<file path="src/rtl/stopwatch_pkg.sv">
// Shared types and helpers for the stopwatch counters: FSM state encoding,
// the digit width, and the per-digit clamp used when a preset is captured.
package stopwatch_pkg;

    typedef enum logic [1:0] {
        IDLE   = 2'd0,
        RUN    = 2'd1,
        PAUSED = 2'd2,
        DONE   = 2'd3
    } state_t;

    localparam int NYBLE_W = 4;

    // A digit that is out of range for the radix is pinned to the largest legal digit.
    function automatic logic [NYBLE_W-1:0] digit_clamp(input logic [NYBLE_W-1:0] d,
                                                       input int                 base);
        if (int'(d) >= base)
            return NYBLE_W'(base - 1);
        return d;
    endfunction

endpackage

</file>
<file path="src/rtl/countdown_digit.sv">
// One base-BASE digit of the down-counter: loads a clamped preset, decrements
// on borrow-in, and wraps 0 -> BASE-1 while passing the borrow upward.
module countdown_digit
    import stopwatch_pkg::*;
#(
    parameter int BASE = 10
) (
    input  logic               clk,
    input  logic               rst,
    input  logic               dec_in,
    input  logic               load,
    input  logic [NYBLE_W-1:0] din,
    output logic [NYBLE_W-1:0] q,
    output logic               borrow_out,
    output logic               is_zero
);

    localparam logic [NYBLE_W-1:0] MAX_DIGIT = NYBLE_W'(BASE - 1);

    assign is_zero    = (q == '0);
    assign borrow_out = dec_in & is_zero;

    always_ff @(posedge clk or negedge rst) begin
        if (!rst) begin
            q <= '0;
        end else if (load) begin
            q <= digit_clamp(din, BASE);
        end else if (dec_in) begin
            q <= is_zero ? MAX_DIGIT : q - NYBLE_W'(1);
        end
    end

endmodule

</file>
<file path="src/rtl/countdown_counter.sv">
// Multi-digit countdown timer: preset load, start/pause control, ripple-borrow
// decrement on enable ticks, and a one-cycle threshold pulse on reaching zero.
module countdown_counter
    import stopwatch_pkg::*;
#(
    parameter int BASE             = 10,
    parameter int NUMBER_OF_NYBLES = 4
) (
    input  logic                              clk,
    input  logic                              rst,
    input  logic                              enable,
    input  logic                              load,
    input  logic [NYBLE_W*NUMBER_OF_NYBLES-1:0] numberIn,
    input  logic                              start,
    input  logic                              pause,
    output logic [NYBLE_W*NUMBER_OF_NYBLES-1:0] numberOut,
    output logic                              threshold,
    output logic                              running,
    output logic                              expired
);

    localparam int N = NUMBER_OF_NYBLES;
    localparam int W = NYBLE_W * N;

    state_t         state;
    state_t         state_nxt;
    logic [N:0]     chain;
    logic [N-1:0]   dig_zero;
    logic           all_zero;
    logic           count_is_one;
    logic           dec;

    // Load and pause both pre-empt the tick; the zero guard keeps the count from wrapping.
    assign all_zero     = &dig_zero;
    assign count_is_one = (numberOut == W'(1));
    assign dec          = enable && (state == RUN) && !load && !pause && !all_zero;
    assign chain[0]     = dec;

    for (genvar i = 0; i < N; i++) begin : g_digit
        countdown_digit #(
            .BASE(BASE)
        ) u_digit (
            .clk        (clk),
            .rst        (rst),
            .dec_in     (chain[i]),
            .load       (load),
            .din        (numberIn[i*NYBLE_W +: NYBLE_W]),
            .q          (numberOut[i*NYBLE_W +: NYBLE_W]),
            .borrow_out (chain[i+1]),
            .is_zero    (dig_zero[i])
        );
    end

    always_comb begin
        state_nxt = state;
        if (load) begin
            state_nxt = IDLE;
        end else begin
            case (state)
                IDLE, PAUSED: begin
                    if (start && !pause)
                        state_nxt = all_zero ? DONE : RUN;
                end
                RUN: begin
                    if (pause)
                        state_nxt = PAUSED;
                    else if (dec && count_is_one)
                        state_nxt = DONE;
                end
                default: state_nxt = state;
            endcase
        end
    end

    always_ff @(posedge clk or negedge rst) begin
        if (!rst) begin
            state     <= IDLE;
            threshold <= 1'b0;
            running   <= 1'b0;
            expired   <= 1'b0;
        end else begin
            state     <= state_nxt;
            threshold <= dec && count_is_one && !chain[N];
            running   <= (state_nxt == RUN);
            expired   <= (state_nxt == DONE);
        end
    end

endmodule

</file>
<file path="config.mk">
export PLATFORM = sky130hd
export DESIGN_NAME = countdown_counter
export DESIGN_NICKNAME = d
export VERILOG_FILES = /design/src/rtl/stopwatch_pkg.sv /design/src/rtl/countdown_digit.sv /design/src/rtl/countdown_counter.sv
export SDC_FILE = /design/constraint.sdc
export NUM_CORES = 1
export LEC_CHECK = 0
export BUFFER_PORTS_ARGS = -buffer_cell sky130_fd_sc_hd__buf_2
export CORE_MARGIN = 3
export CORE_UTILIZATION = 29
export DETAILED_ROUTE_END_ITERATION = 16
export PLACE_DENSITY = 0.54
export SLEW_MARGIN = 20
export SYNTH_ARGS = -nofsm -noshare
export SYNTH_HDL_FRONTEND = slang
export SYNTH_SLANG_ARGS = --single-unit
</file>
<file path="constraint.sdc">
create_clock -name clk -period 2.6 [get_ports clk]
set_clock_uncertainty 0.05 [all_clocks]
set_input_delay 0.26 -clock clk [delete_from_list [all_inputs] [get_ports clk]]
set_output_delay 0.26 -clock clk [all_outputs]
set_load 0.005 [all_outputs]
</file>
* After elaboration in Yosys (flattened, before gate mapping) *
Index checks and enable logic that the tools add are counted.
Widths: inputs -> output; s select.

cells by class
  $add $sub $neg = 4
  $lt $le $gt $ge = 4
  equal/unequal tests = 5
  multiplexer cells = 34
  bitwise operators = 4
  reduce and logical (&&, ||, !) cells = 22

operators with widths
  kind                 number
  $mux 4               20
  $eq 16x1->1 const B  1
  $ge 4x4->1 const B   4
  $logic_not 4->1      4
  $sub 4x1->4 const B  4
  $mux 2               5
  $mux 1               8
  $reduce_bool 2->1    4
  $logic_and 1x1->1    7
  $and 1x1->1          4
  $eq 2x1->1 const B   2
  $eq 2x2->1 const B   2
  $logic_not 1->1      4
  $pmux 2 s2           1
  $reduce_and 4->1     1
  $logic_not 2->1      1
  $reduce_or 2->1      1

word-level totals
  bits in registers = 21
  input port bits = 22
  output and inout port bits = 19
  word-level logic and storage cells = 81

* Depth between registers and ports, before layout *
Gate-level depths: netlist of run 1.

  depth in word-level cells = 11
  gate-level depth with buffers = 6
  mapped depth without buffers = 4

* Modules after synthesis *
Synthesis of run 1 repeated with hierarchy kept, for this count alone.

unflattened totals
  cells, all modules = 122
  area, all modules = 1,247.4 sq um

modules (own cells, without submodules)
  module             instances  cells each  area an instance (sq um)  sequential area each (sq um)
  countdown_digit    4          24          244.0                     100.1
  countdown_counter  1          26          271.5                     125.1

* Worst setup path after synthesis of run 1 *
OpenSTA, ideal clock, no wires.

  path type = reg2reg
  from = register g_digit[1].u_digit.q[1]
  to = register running
  library setup time = 0.119 ns
  arrival time = 1.956 ns
  required time = 2.431 ns
  setup slack = 0.475 ns
  cell stages (with the launch flop) = 5
  buffers on the path = 0
  period minus slack after synthesis = 2.125 ns
  cells stage by stage = dfrtp_1 > or4_4 > or4_1 > o31a_1 > o21ba_1

between the ends
  word-level cells in the longest chain between the ends = 10
  elaborated cells between the ends (all ways) = 13
  classes of those cells = eq/ne: 2; mux: 6; reduce/logical: 5

ends and longest elaborated chain
  what                    line                     RTL
  from (decl)             countdown_digit.sv:13    output logic [NYBLE_W-1:0] q,
  from (signal assigned)  countdown_digit.sv:27    q <= digit_clamp(din, BASE);
  from (signal assigned)  countdown_digit.sv:29    q <= is_zero ? MAX_DIGIT : q - NYBLE_W'(1);
  $logic_not 4->1         countdown_digit.sv:20    assign is_zero = (q == '0);
  $reduce_and 4->1        countdown_counter.sv:34  assign all_zero = &dig_zero;
  $logic_not 1->1         countdown_counter.sv:36  assign dec = enable && (state == RUN) && !load && !pause && !all_zero;
  $logic_and 1x1->1       countdown_counter.sv:36
  $logic_and 1x1->1       countdown_counter.sv:67  else if (dec && count_is_one)
  $mux 2                  countdown_counter.sv:67
  $mux 2                  countdown_counter.sv:65  if (pause)
  $pmux 2 s2 (*)          countdown_counter.sv:59  case (state)
  $mux 2 (*)              countdown_counter.sv:56  if (load) begin
  $eq 2x1->1 (*)          countdown_counter.sv:84  running <= (state_nxt == RUN);
  to (signal assigned)    countdown_counter.sv:84
  to (decl)               countdown_counter.sv:18  output logic running,

Mark *: on every way between the ends. The rest lies on a longest branch, timed or not.
A chain may end at the register's enable or synchronous reset.

* Final worst setup path of run 1 *
  from = register g_digit[1].u_digit.q[1]
  to = register g_digit[3].u_digit.q[1]

between the ends
  word-level cells in the longest chain between the ends = 8

ends and longest elaborated chain
  what                             line                     RTL
  $logic_not 4->1 (*)              countdown_digit.sv:20
  $reduce_and 4->1                 countdown_counter.sv:34
  $logic_not 1->1                  countdown_counter.sv:36
  $logic_and 1x1->1                countdown_counter.sv:36
  $and 1x1->1                      countdown_digit.sv:21    assign borrow_out = dec_in & is_zero;
  $and 1x1->1 (*) (2 in series)    countdown_digit.sv:21
  $reduce_bool 2->1 (no line) (*)  n/a
  to (signal assigned)             countdown_digit.sv:27
  to (signal assigned)             countdown_digit.sv:29
  to (decl)                        countdown_digit.sv:13

Marked as above.

==> run summary, run 1 <==
RUN STATUS
----------------------------------------------------------------------------------------
Outcome                                                                     finished clean

SYNTHESIS
----------------------------------------------------------------------------------------
Post-Syn Area                                                                   1250 µm²
Top area cells in the synthesized netlist                                   sky130_fd_sc_hd__dfrtp_1, sky130_fd_sc_hd__o21ai_0, sky130_fd_sc_hd__nor2_1
Fraction of the mapped netlist area in compound gates                              23.5%
Ys Warns                                                                               0
Mux contribution to synthesized area                                              0.798%
Flip-flop cell with the highest count after synthesis                       sky130_fd_sc_hd__dfrtp_1
Number of enable-type register cells in the synthesized netlist                        0
Distinct cells, synth                                                                 46
Largest family of logic cells by synthesized area                           simple AND/OR/NAND/NOR gates
Post-Synth Adder-Cell Area                                                            0%
Fraction of post-synthesis cell area in the top cell type by area                  41.9%
Synth Area in XOR/XNOR                                                                0%
Simple-gate share of the synthesized area                                          29.7%
Mapped Cells                                                                         143
Sequential-to-total area share from yosys stat                                     41.9%
Per-instance average area after synthesis                                       8.78 µm²
Share of flip-flops with an asynchronous set or reset after synthesis               100%
Yosys reg bits                                                                        21
Leading area contributor after synthesis                                    sky130_fd_sc_hd__dfrtp_1
Post-synth net total                                                                 165

PLACED DESIGN
----------------------------------------------------------------------------------------
Final GP Congestion                                                                0.831
Number of buffers inserted by port buffering                                          40
Placed instance area                                                            1520 µm²
Dpl hpwl                                                                         2610 µm
Total placed cells including tap cells                                               232

GLOBAL ROUTING
----------------------------------------------------------------------------------------
Grt total ovfl                                                                         0
Wire length of the first global-routing pass                                     5960 µm
GRT Total Usage                                                                    14.6%
Number of antenna violations at the first check in global routing                      0
Maximum number of pins on one net before global-route repair                          22
Number of global-route vias before repair                                           1251

STA
----------------------------------------------------------------------------------------
Worst-margin pin slew                                                             614 ps
Worst-case headroom to the max-slew limit                                          58.7%
Maximum clock frequency                                                          434 MHz
Number of slew-limit violations in the final report                                    0
Setup-failing EPs final                                                                0
Unrepaired setup endpoints after global routing                                       no
Hold Fails Final Rpt                                                                   0
Hold Slack                                                                        167 ps
Setup TNS Final                                                                     0 ps
Post-layout minimum cycle time                                                   2310 ps
Portion of the clock cycle consumed by the worst path in the final layout          88.7%

FINISH
----------------------------------------------------------------------------------------
Area added between synthesis and finish                                            25.7%
Fill cell count                                                                      441
Cell Count, Final, Fillers Out                                                       237
Final cell area excluding filler cells                                          1580 µm²
Proportion of layout cells with a drive suffix above 1                             27.8%
NumNets Final                                                                        210
Count of inserted antenna diode cells                                                  0

DETAILED ROUTING
----------------------------------------------------------------------------------------
Vias per std cell                                                                   5.41
Count of TritonRoute iterations in the first routing pass                              4
Residual DRC                                                                           0
Iter 0 DRT Violations                                                                 62
Post-detailed-route wirelength per cell                                          14.9 µm
Remaining antenna violation count                                                      0
Via Count                                                                           1281
Routed WL                                                                        3540 µm

POWER AND IR DROP
----------------------------------------------------------------------------------------
Combinational share of power                                                       19.5%
Static leakage                                                               0.000676 µW
Cell-internal power                                                               528 µW
Clock share of power                                                               28.9%
Seq pwr share                                                                      51.6%
Power density over the cells                                                  476 nW/µm²
Switching power                                                                   223 µW
Fraction of power spent switching nets                                             29.7%
Max VDD drop                                                                    0.377 mV

WORST SETUP PATH
----------------------------------------------------------------------------------------
Sequence of cells on the critical path                                      or4_4 -> or4b_1 -> o311ai_1 -> o211ai_1
Category of the most critical setup path                                    register to register
Top Family by Delay on Critical Path                                        simple AND/OR/NAND/NOR gates
Delay of the slowest cell on the worst path                                       700 ps
Kind of end point of the critical path                                          register
Worst setup path endpoint                                                   g_digit[3].u_digit.q[1]
Origin of the worst setup path                                              g_digit[1].u_digit.q[1]
Instance count on the critical path                                                    4
Required time at the worst-slack endpoint                                        2680 ps
Logic depth of the worst register-to-register path                                     4
Arrival time reported for the critical path endpoint                             2390 ps
FF-to-FF Start                                                              g_digit[1].u_digit.q[1]
Slack of the worst reg-to-reg path                                                290 ps
Worst Path Max Fanout                                                                  9
Nature of the critical path startpoint                                          register
Reg2reg end                                                                 g_digit[3].u_digit.q[1]
Slowest cell on crit path                                                   sky130_fd_sc_hd__or4b_1
Count of buffering cells on the critical path with inverters included                  0

FLOORPLAN
----------------------------------------------------------------------------------------
Initial core utilization                                                           30.7%
Row count                                                                             23
Core area                                                                       4090 µm²
Floorplan die area                                                              5150 µm²
Die height                                                                       71.8 µm
Die width                                                                        71.8 µm
Ports                                                                                 41

CTS
----------------------------------------------------------------------------------------
Clock root buffer master                                                    sky130_fd_sc_hd__clkbuf_8
Clock latency of the later-clocked register in the worst-skew pair                260 ps
Number of buffers on the longest clock path                                            2
CTS tree                                                                             yes
CTS clock-pin slew for the worst setup and hold paths                              80 ps
H-tree levels                                                                          1
Clock sinks                                                                           21
Number of buffers inserted by post-CTS setup repair                                    0
TritonCTS buffer count                                                                 3

MIN PATH
----------------------------------------------------------------------------------------
Tightest Hold Check Type                                                    input port to register

FLOW RUN
----------------------------------------------------------------------------------------
Count of maximum capacitance violations                                                0

worst min-delay path by stage:
stage,from,to,cells after the start
after detailed placement,rst,expired,1
after global placement,rst,expired,1
final,numberIn[1],g_digit[0].u_digit.q[1],3
after CTS,numberIn[1],g_digit[0].u_digit.q[1],3
after global routing,numberIn[1],g_digit[0].u_digit.q[1],3
after floorplan,rst,expired,0
stage by stage:
stage / total power (µW) / util (%) / worst slack (ps)
after global placement: 537 / 37.3 / 382
after floorplan: 465 / - / 475
after global routing: 802 / 38.6 / 190
final: 751 / 38.6 / 294
after CTS: 761 / 38.6 / 290
after detailed placement: 539 / 37.3 / 299
what timing repair did:
item / in CTS / in global routing
endpoints found under the setup margin: 0 / 0
hold buffers: 1 / 0
endpoints found under the hold margin: 21 / 0
gates resized for setup: 0 / 0
cells in the final DEF, fill, tap and decap left out, types with 2 or more instances in the layout:
cell	count
sky130_fd_sc_hd__buf_2	40
sky130_fd_sc_hd__dfrtp_1	21
sky130_fd_sc_hd__nor2_1	14
sky130_fd_sc_hd__o21ai_0	12
sky130_fd_sc_hd__nand2_1	12
sky130_fd_sc_hd__inv_1	9
sky130_fd_sc_hd__nor3_1	6
sky130_fd_sc_hd__a21oi_1	4
sky130_fd_sc_hd__nor4_1	4
sky130_fd_sc_hd__a31oi_1	4
sky130_fd_sc_hd__or2_2	3
sky130_fd_sc_hd__or4_1	3
sky130_fd_sc_hd__o211ai_1	3
sky130_fd_sc_hd__o311ai_1	3
sky130_fd_sc_hd__nand3_1	3
sky130_fd_sc_hd__clkbuf_8	3
sky130_fd_sc_hd__buf_4	3
sky130_fd_sc_hd__nand2b_1	2
sky130_fd_sc_hd__or4_4	2
sky130_fd_sc_hd__a41oi_1	2
sky130_fd_sc_hd__or3_1	2
sky130_fd_sc_hd__o31a_1	2
sky130_fd_sc_hd__nor4b_1	2
sky130_fd_sc_hd__a32oi_1	2
sky130_fd_sc_hd__o311ai_0	2
cells by family after synthesis:
logic type | Yosys count
AOI/OAI and AO/OA | 43
and+or+nand+nor | 65
buffers and inverters | 13
muxes | 1
DFF | 21
power by group through the flow:
stage / registers (µW) / logic [µW] / clock network (µW)
2_1_floorplan: 388 / 77.2 / 0
3_3_place_gp: 392 / 145 / 0
3_5_place_dp: 393 / 146 / 0
4_1_cts: 386 / 149 / 226
5_1_grt: 392 / 168 / 242
6_report: 387 / 146 / 217
state kept, by name, summed over array words and instances (netlist names):
register / cells
expired: 1
threshold: 1
running: 1
state: 2
g_digit.u_digit.q: 16
synthesized netlist by cell type (3+ instances only):
cell type	n
sky130_fd_sc_hd__dfrtp_1	21
sky130_fd_sc_hd__nor2_1	14
sky130_fd_sc_hd__nand2_1	12
sky130_fd_sc_hd__o21ai_0	12
sky130_fd_sc_hd__inv_1	9
sky130_fd_sc_hd__nor3_1	6
sky130_fd_sc_hd__a21oi_1	4
sky130_fd_sc_hd__a31oi_1	4
sky130_fd_sc_hd__nor4_1	4
sky130_fd_sc_hd__nand3_1	3
sky130_fd_sc_hd__o211ai_1	3
sky130_fd_sc_hd__o311ai_1	3
sky130_fd_sc_hd__or2_2	3
sky130_fd_sc_hd__or4_1	3
worst register-to-register path, delay by kind of cell, from the launching register on:
kind | cells | cell delay (ps)
DFF | 1 | 410
AOI/OAI and AO/OA | 2 | 450
and+or+nand+nor | 2 | 1260
cell type report:
cell class | count | area, µm² | share of cell area [%]
Clock buffer | 4 | 45.0 | 2.85
Inverter | 9 | 33.8 | 2.14
Multi-Input combinational cell | 109 | 678 | 43.0
Sequential cell | 21 | 526 | 33.3
Tap cell | 50 | 62.6 | 3.97
Timing Repair Buffer | 44 | 233 | 14.8
layer usage:
layer  share of wire [%]  vias up  global-route usage (%)
li1                    -      636                       -
met1                  46      609                    19.6
met2                  47       34                    24.0
met3                 5.9        2                    3.79
met4                0.37        0                    2.30
met5                   0        -                       0
No activity file was read; power rests on OpenSTA's default activity.
==> run 2: changes to the inputs <==
Settings changed: BUFFER_PORTS_ARGS -buffer_cell sky130_fd_sc_hd__buf_2 to unset, DONT_BUFFER_PORTS set to 1, PLACE_DENSITY 0.54 to 0.42.
==> run summary, run 2 (synthesis gave the netlist of run 1 again) <==
RUN STATUS
----------------------------------------------------------------------------------------
Outcome                                                                     finished clean

WORST SETUP PATH
----------------------------------------------------------------------------------------
Instance count on the critical path                                                    4   unchanged
Sequence of cells on the critical path                                      or4_4 -> or4b_1 -> o311ai_1 -> o211ai_1
Slowest cell on crit path                                                   sky130_fd_sc_hd__or4b_1
Kind of end point of the critical path                                          register
Logic depth of the worst register-to-register path                                     4   unchanged
Category of the most critical setup path                                    register to register
Arrival time reported for the critical path endpoint                             2400 ps   about the same
Required time at the worst-slack endpoint                                        2680 ps   about the same
Delay of the slowest cell on the worst path                                       680 ps   -20 ps
Top Family by Delay on Critical Path                                        simple AND/OR/NAND/NOR gates
Worst Path Max Fanout                                                                  9   unchanged
Nature of the critical path startpoint                                          register
Count of buffering cells on the critical path with inverters included                  0   unchanged

MIN PATH
----------------------------------------------------------------------------------------
Hold depth                                                                             1   -2
Tightest Hold Check Type                                                    input port to register

GLOBAL ROUTING
----------------------------------------------------------------------------------------
Wire length of the first global-routing pass                                     6070 µm   +1.7%
GRT Total Usage                                                                    14.7%   +0.19 points
Met3 Resource Use GR                                                               3.65%   -0.14 points
Most heavily used metal layer in global routing                                     met2
Maximum number of pins on one net before global-route repair                          22   unchanged
Number of global-route vias before repair                                           1188   -5.0%
Grt total ovfl                                                                         0   unchanged
GRT met2 Usage                                                                     22.9%   -1.1 points
Number of antenna violations at the first check in global routing                      0   unchanged
Met1 track demand over resource                                                    20.6%   +0.96 points

FINISH
----------------------------------------------------------------------------------------
Util after Layout                                                                  33.7%   -4.9 points
Largest register FFs                                                                  16   unchanged
NumNets Final                                                                        170   -19%
Proportion of layout cells with a drive suffix above 1                             8.84%   -19 points
Area added between synthesis and finish                                            9.67%
Cell Count, Final, Fillers Out                                                       197   -17%
Count of inserted antenna diode cells                                                  0   unchanged
Registers with the highest flip-flop counts                                 g_digit.u_digit.q x16, state x2
Most used cells in the layout excluding fill and tap cells                  sky130_fd_sc_hd__dfrtp_1, sky130_fd_sc_hd__nor2_1, sky130_fd_sc_hd__o21ai_0, sky130_fd_sc_hd__nand2_1, sky130_fd_sc_hd__inv_1
Largest Register                                                            g_digit.u_digit.q
Most common cell after layout, fill and taps aside                          sky130_fd_sc_hd__dfrtp_1

STA
----------------------------------------------------------------------------------------
Number of slew-limit violations in the final report                                    0   unchanged
Hold Fails Final Rpt                                                                   0   unchanged
Post-layout minimum cycle time                                                   2310 ps   +5.75 ps
Unrepaired setup endpoints after global routing                                       no
Setup TNS Final                                                                     0 ps   unchanged
Maximum clock frequency                                                          433 MHz   -0.25%
Portion of the clock cycle consumed by the worst path in the final layout          88.9%   +0.22 points
Setup-failing EPs final                                                                0   unchanged
Hold Slack                                                                       8.34 ps   -158 ps
Worst-case headroom to the max-slew limit                                          54.6%   -4.1 points
Worst-margin pin slew                                                             675 ps   +60.5 ps

PLACED DESIGN
----------------------------------------------------------------------------------------
Dpl hpwl                                                                         2650 µm   +1.7%
Number of buffers inserted by port buffering                                           0   -100%
Total placed cells including tap cells                                               191   -18%
Final GP Congestion                                                                0.761   -8.4%

FLOORPLAN
----------------------------------------------------------------------------------------
Die width                                                                        71.8 µm   unchanged
Die height                                                                       71.8 µm   unchanged
Core area                                                                       4090 µm²   unchanged
Ports                                                                                 41   unchanged
Row count                                                                             23   unchanged
Floorplan die area                                                              5150 µm²   unchanged
Initial core utilization                                                           30.7%   unchanged

DETAILED ROUTING
----------------------------------------------------------------------------------------
Remaining antenna violation count                                                      0   unchanged
Routed WL                                                                        3560 µm   +0.54%
Count of TritonRoute iterations in the first routing pass                              4   unchanged
Residual DRC                                                                           0   unchanged
Via Count                                                                           1153   -10%
Vias per std cell                                                                   5.85   +8.3%
Post-detailed-route wirelength per cell                                          18.1 µm   +21%
Iter 0 DRT Violations                                                                 53   -15%

CTS
----------------------------------------------------------------------------------------
Clock root buffer master                                                    sky130_fd_sc_hd__clkbuf_8
Resized cells post-CTS                                                                 0   unchanged
Clock sinks                                                                           21   unchanged
CTS clock-pin slew for the worst setup and hold paths                              90 ps   about the same
H-tree levels                                                                          1   unchanged
TritonCTS buffer count                                                                 3   unchanged
Clock latency of the later-clocked register in the worst-skew pair                260 ps   about the same
Number of buffers on the longest clock path                                            2   unchanged
CTS tree                                                                             yes

FLOW RUN
----------------------------------------------------------------------------------------
Count of maximum capacitance violations                                                0   unchanged

POWER AND IR DROP
----------------------------------------------------------------------------------------
Static leakage                                                               0.000513 µW   -24%
Power density over the cells                                                  520 nW/µm²   +9.3%
Total power of the final layout                                                   716 µW   -4.7%
Max VDD drop                                                                    0.179 mV   -52%

[run 2: cell count changes in the layout (fill, tap and decap cells not counted)]
cell                       change
sky130_fd_sc_hd__buf_2        -39
sky130_fd_sc_hd__clkbuf_1      -1
sky130_fd_sc_hd__clkinv_2      +1
sky130_fd_sc_hd__buf_4         -1
[run 2: per-stage QoR]
stage          cell area [µm²]  worst slack (ps)
2_1_floorplan             1250               475
3_3_place_gp              1320               351
3_5_place_dp              1320               314
4_1_cts                   1370               289
5_1_grt                   1380               171
6_report                  1380               288
[run 2: power by group]
group,switching [µW],leakage [µW],internal (µW)
Clock,117,0.0000255,107
Sequential,43.1,0.000260,351
Combinational,55.5,0.000227,42.2
Total,216,0.000513,500
[run 2: layer usage]
| layer | vias to the layer above | wire, µm |
|---|---|---|
| li1 | 557 | - |
| met1 | 554 | 1650 |
| met2 | 40 | 1630 |
| met3 | 2 | 259 |
| met4 | 0 | 20 |
| met5 | - | 0 |
[run 2: cell type report]
| type | instances | area (µm²) |
|---|---|---|
| Clock buffer | 3 | 41.3 |
| Inverter | 9 | 33.8 |
| Sequential cell | 21 | 526 |
| Multi-Input combinational cell | 109 | 678 |
| Clock inverter | 1 | 5.00 |
| Timing Repair Buffer | 4 | 30.0 |
| Tap cell | 50 | 62.6 |
| Fill cell | 443 | 2710 |
[run 2: worst reg2reg max path: stages, from the launching register on]
cell and delay (ps):
sky130_fd_sc_hd__dfrtp_1 440, sky130_fd_sc_hd__or4_4 590, sky130_fd_sc_hd__or4b_1 680, sky130_fd_sc_hd__o311ai_1 290
sky130_fd_sc_hd__o211ai_1 130
[run 2: repair_timing]
action | CTS | global route
endpoints found under the hold margin | 21 | 21
buffers inserted | 0 | 0
setup endpoints to repair | 0 | 0
hold buffers | 1 | 1
[run 2: worst paths after layout]
path                                    startpoint                      end  slack (ps)
setup / recovery           g_digit[1].u_digit.q[1]  g_digit[3].u_digit.q[1]         290
hold / removal                                load                 state[1]           8
setup reg to reg           g_digit[1].u_digit.q[1]  g_digit[3].u_digit.q[1]         290
hold reg to reg            g_digit[1].u_digit.q[1]  g_digit[1].u_digit.q[1]         600
max in group asynchronous                      rst  g_digit[3].u_digit.q[0]        1730
min in group asynchronous                      rst                threshold         440
==> run 3: changes to the inputs <==
Settings changed: GPL_TIMING_DRIVEN set to 0, PLACE_DENSITY 0.42 to 0.54.
==> run summary, run 3 (synthesis gave the netlist of run 1 again) <==
CTS
----------------------------------------------------------------------------------------
Number of buffers on the longest clock path                                            2   unchanged
Number of buffers inserted by post-CTS setup repair                                    0   unchanged
Clock root buffer master                                                    sky130_fd_sc_hd__clkbuf_8
H-tree levels                                                                          1   unchanged
TritonCTS buffer count                                                                 3   unchanged
Clock latency of the later-clocked register in the worst-skew pair                260 ps   about the same
CTS clock-pin slew for the worst setup and hold paths                              80 ps   about the same
CTS tree                                                                             yes
Clock sinks                                                                           21   unchanged

FINISH
----------------------------------------------------------------------------------------
Util after Layout                                                                  34.0%   +0.28 points
Area added between synthesis and finish                                            10.6%
Largest Register                                                            g_digit.u_digit.q
Count of inserted antenna diode cells                                                  0   unchanged
Proportion of layout cells with a drive suffix above 1                             8.72%   -0.12 points
Fill cell count                                                                      444   +0.23%
Registers with the highest flip-flop counts                                 g_digit.u_digit.q x16, state x2
Largest register FFs                                                                  16   unchanged
Most common cell after layout, fill and taps aside                          sky130_fd_sc_hd__dfrtp_1
Most used cells in the layout excluding fill and tap cells                  sky130_fd_sc_hd__dfrtp_1, sky130_fd_sc_hd__nor2_1, sky130_fd_sc_hd__o21ai_0, sky130_fd_sc_hd__nand2_1, sky130_fd_sc_hd__inv_1
NumNets Final                                                                        172   +1.2%

DETAILED ROUTING
----------------------------------------------------------------------------------------
Routed WL                                                                        3490 µm   -1.9%
Count of TritonRoute iterations in the first routing pass                              4   unchanged
Via Count                                                                           1181   +2.4%
Residual DRC                                                                           0   unchanged
Remaining antenna violation count                                                      0   unchanged
Post-detailed-route wirelength per cell                                          17.6 µm   -2.9%
Iter 0 DRT Violations                                                                 51   -3.8%
Vias per std cell                                                                   5.93   +1.4%

RUN STATUS
----------------------------------------------------------------------------------------
Outcome                                                                     finished clean

POWER AND IR DROP
----------------------------------------------------------------------------------------
Max VDD drop                                                                    0.248 mV   +38%
Switching power                                                                   217 µW   +0.82%
Combinational share of power                                                       14.4%   +0.7 points
Cell-internal power                                                               500 µW   about the same
Power density over the cells                                                  517 nW/µm²   -0.52%
Static leakage                                                               0.000518 µW   +1.0%
Seq pwr share                                                                      55.0%   about the same
Clock share of power                                                               30.6%   -0.7 points
Fraction of power spent switching nets                                             30.3%   +0.16 points

STA
----------------------------------------------------------------------------------------
Unrepaired setup endpoints after global routing                                       no
Maximum clock frequency                                                          434 MHz   +0.35%
Hold Fails Final Rpt                                                                   0   unchanged
Post-layout minimum cycle time                                                   2300 ps   -8.14 ps
Worst-case headroom to the max-slew limit                                          56.8%   +2.2 points
Setup TNS Final                                                                     0 ps   unchanged
Worst-margin pin slew                                                             642 ps   -33.1 ps
Setup-failing EPs final                                                                0   unchanged
Portion of the clock cycle consumed by the worst path in the final layout          88.6%   -0.31 points
Number of slew-limit violations in the final report                                    0   unchanged

FLOW RUN
----------------------------------------------------------------------------------------
Count of maximum capacitance violations                                                0   unchanged

GLOBAL ROUTING
----------------------------------------------------------------------------------------
Number of antenna violations at the first check in global routing                      0   unchanged
Maximum number of pins on one net before global-route repair                          22   unchanged
Wire length of the first global-routing pass                                     5730 µm   -5.6%
Number of global-route vias before repair                                           1154   -2.9%
GRT Total Usage                                                                    13.8%   -0.96 points
Grt total ovfl                                                                         0   unchanged

FLOORPLAN
----------------------------------------------------------------------------------------
Die height                                                                       71.8 µm   unchanged
Die width                                                                        71.8 µm   unchanged
Row count                                                                             23   unchanged
Core area                                                                       4090 µm²   unchanged
Initial core utilization                                                           30.7%   unchanged
Ports                                                                                 41   unchanged
Floorplan die area                                                              5150 µm²   unchanged

PLACED DESIGN
----------------------------------------------------------------------------------------
Number of buffers inserted by port buffering                                           0   unchanged
Final GP Congestion                                                                0.780   +2.5%
Dpl hpwl                                                                         2570 µm   -3.3%

WORST SETUP PATH
----------------------------------------------------------------------------------------
Slack of the worst reg-to-reg path                                                300 ps   about the same
FF-to-FF Start                                                              g_digit[1].u_digit.q[1]
Kind of end point of the critical path                                          register
Reg2reg end                                                                 g_digit[3].u_digit.q[1]
Category of the most critical setup path                                    register to register
Nature of the critical path startpoint                                          register
Worst Path Max Fanout                                                                  9   unchanged
Required time at the worst-slack endpoint                                        2690 ps   about the same
Logic depth of the worst register-to-register path                                     5   +1
Arrival time reported for the critical path endpoint                             2390 ps   about the same

MIN PATH
----------------------------------------------------------------------------------------
Worst Hold End                                                              g_digit[0].u_digit.q[2]
Tightest Hold Check Type                                                    input port to register
Hold depth                                                                             2   +1
Startpoint of the tightest hold check path                                   numberIn[2]

==> run 3: changes by cell type in the layout (fill, tap and decap cells not counted), sizes merged <==
cell	previous run	this run
clkbuf	3	5
==> run 3: stage by stage <==
step	instance area (µm²)	hold slack [ps]	power, µW	setup WS [ps]	cells
3_5_place_dp	1320	-85.0	494	236	193
2_1_floorplan	1250	-85.6	465	475	143
5_1_grt	1390	60.4	758	105	199
6_report	1390	61.7	718	296	199
3_3_place_gp	1320	-85.1	492	261	193
4_1_cts	1370	61.6	726	226	198
==> run 3: how the worst max path moves through the flow <==
stage                                 start                 endpoint  slack, ps
global placement    g_digit[1].u_digit.q[1]                  running        260
finish              g_digit[1].u_digit.q[1]  g_digit[3].u_digit.q[1]        300
floorplan           g_digit[1].u_digit.q[1]                  running        480
global route        g_digit[0].u_digit.q[1]  g_digit[3].u_digit.q[1]        110
detailed placement  g_digit[1].u_digit.q[1]                  running        240
CTS                 g_digit[1].u_digit.q[1]                  running        230
==> run 3: power groups by stage <==
stage               Combinational, µW  Sequential, µW  Clock, µW
floorplan                        77.2             388          0
global placement                 92.2             400          0
detailed placement               93.2             401          0
CTS                               102             395        229
global route                      120             400        239
finish                            104             395        219
==> run 3: cell type report <==
cell class,instances,area (µm²),share of cell area [%]
multi-input cells,109,687,49.5
flip-flops and latches,21,526,37.9
inverters,9,33.8,2.43
clock inverters,1,5.00,0.361
plain buffers,4,17.5,1.26
clock buffers,3,41.3,2.98
well taps,50,62.6,4.51
repair buffers,2,15.0,1.08
==> run 3: worst max-delay path: stages, from the launching register on <==
cell and delay (ps):
sky130_fd_sc_hd__dfrtp_1 440, sky130_fd_sc_hd__or4_4 590, sky130_fd_sc_hd__or4b_1 540, sky130_fd_sc_hd__buf_2 190, sky130_fd_sc_hd__o311ai_1 230, sky130_fd_sc_hd__o211ai_1 130
==> run 3: per-layer routing <==
layer,wire length [µm],vias up,GRT usage [%]
li1,-,567,-
met1,1560,574,18.1
met2,1640,38,22.4
met3,281,2,5.05
met4,4,0,1.46
met5,0,-,0
==> run 3: repair_timing <==
item	in CTS	in global routing
gates resized for setup	0	1
setup endpoints to repair	0	2
hold buffers	1	1
hold endpoints to repair	21	21
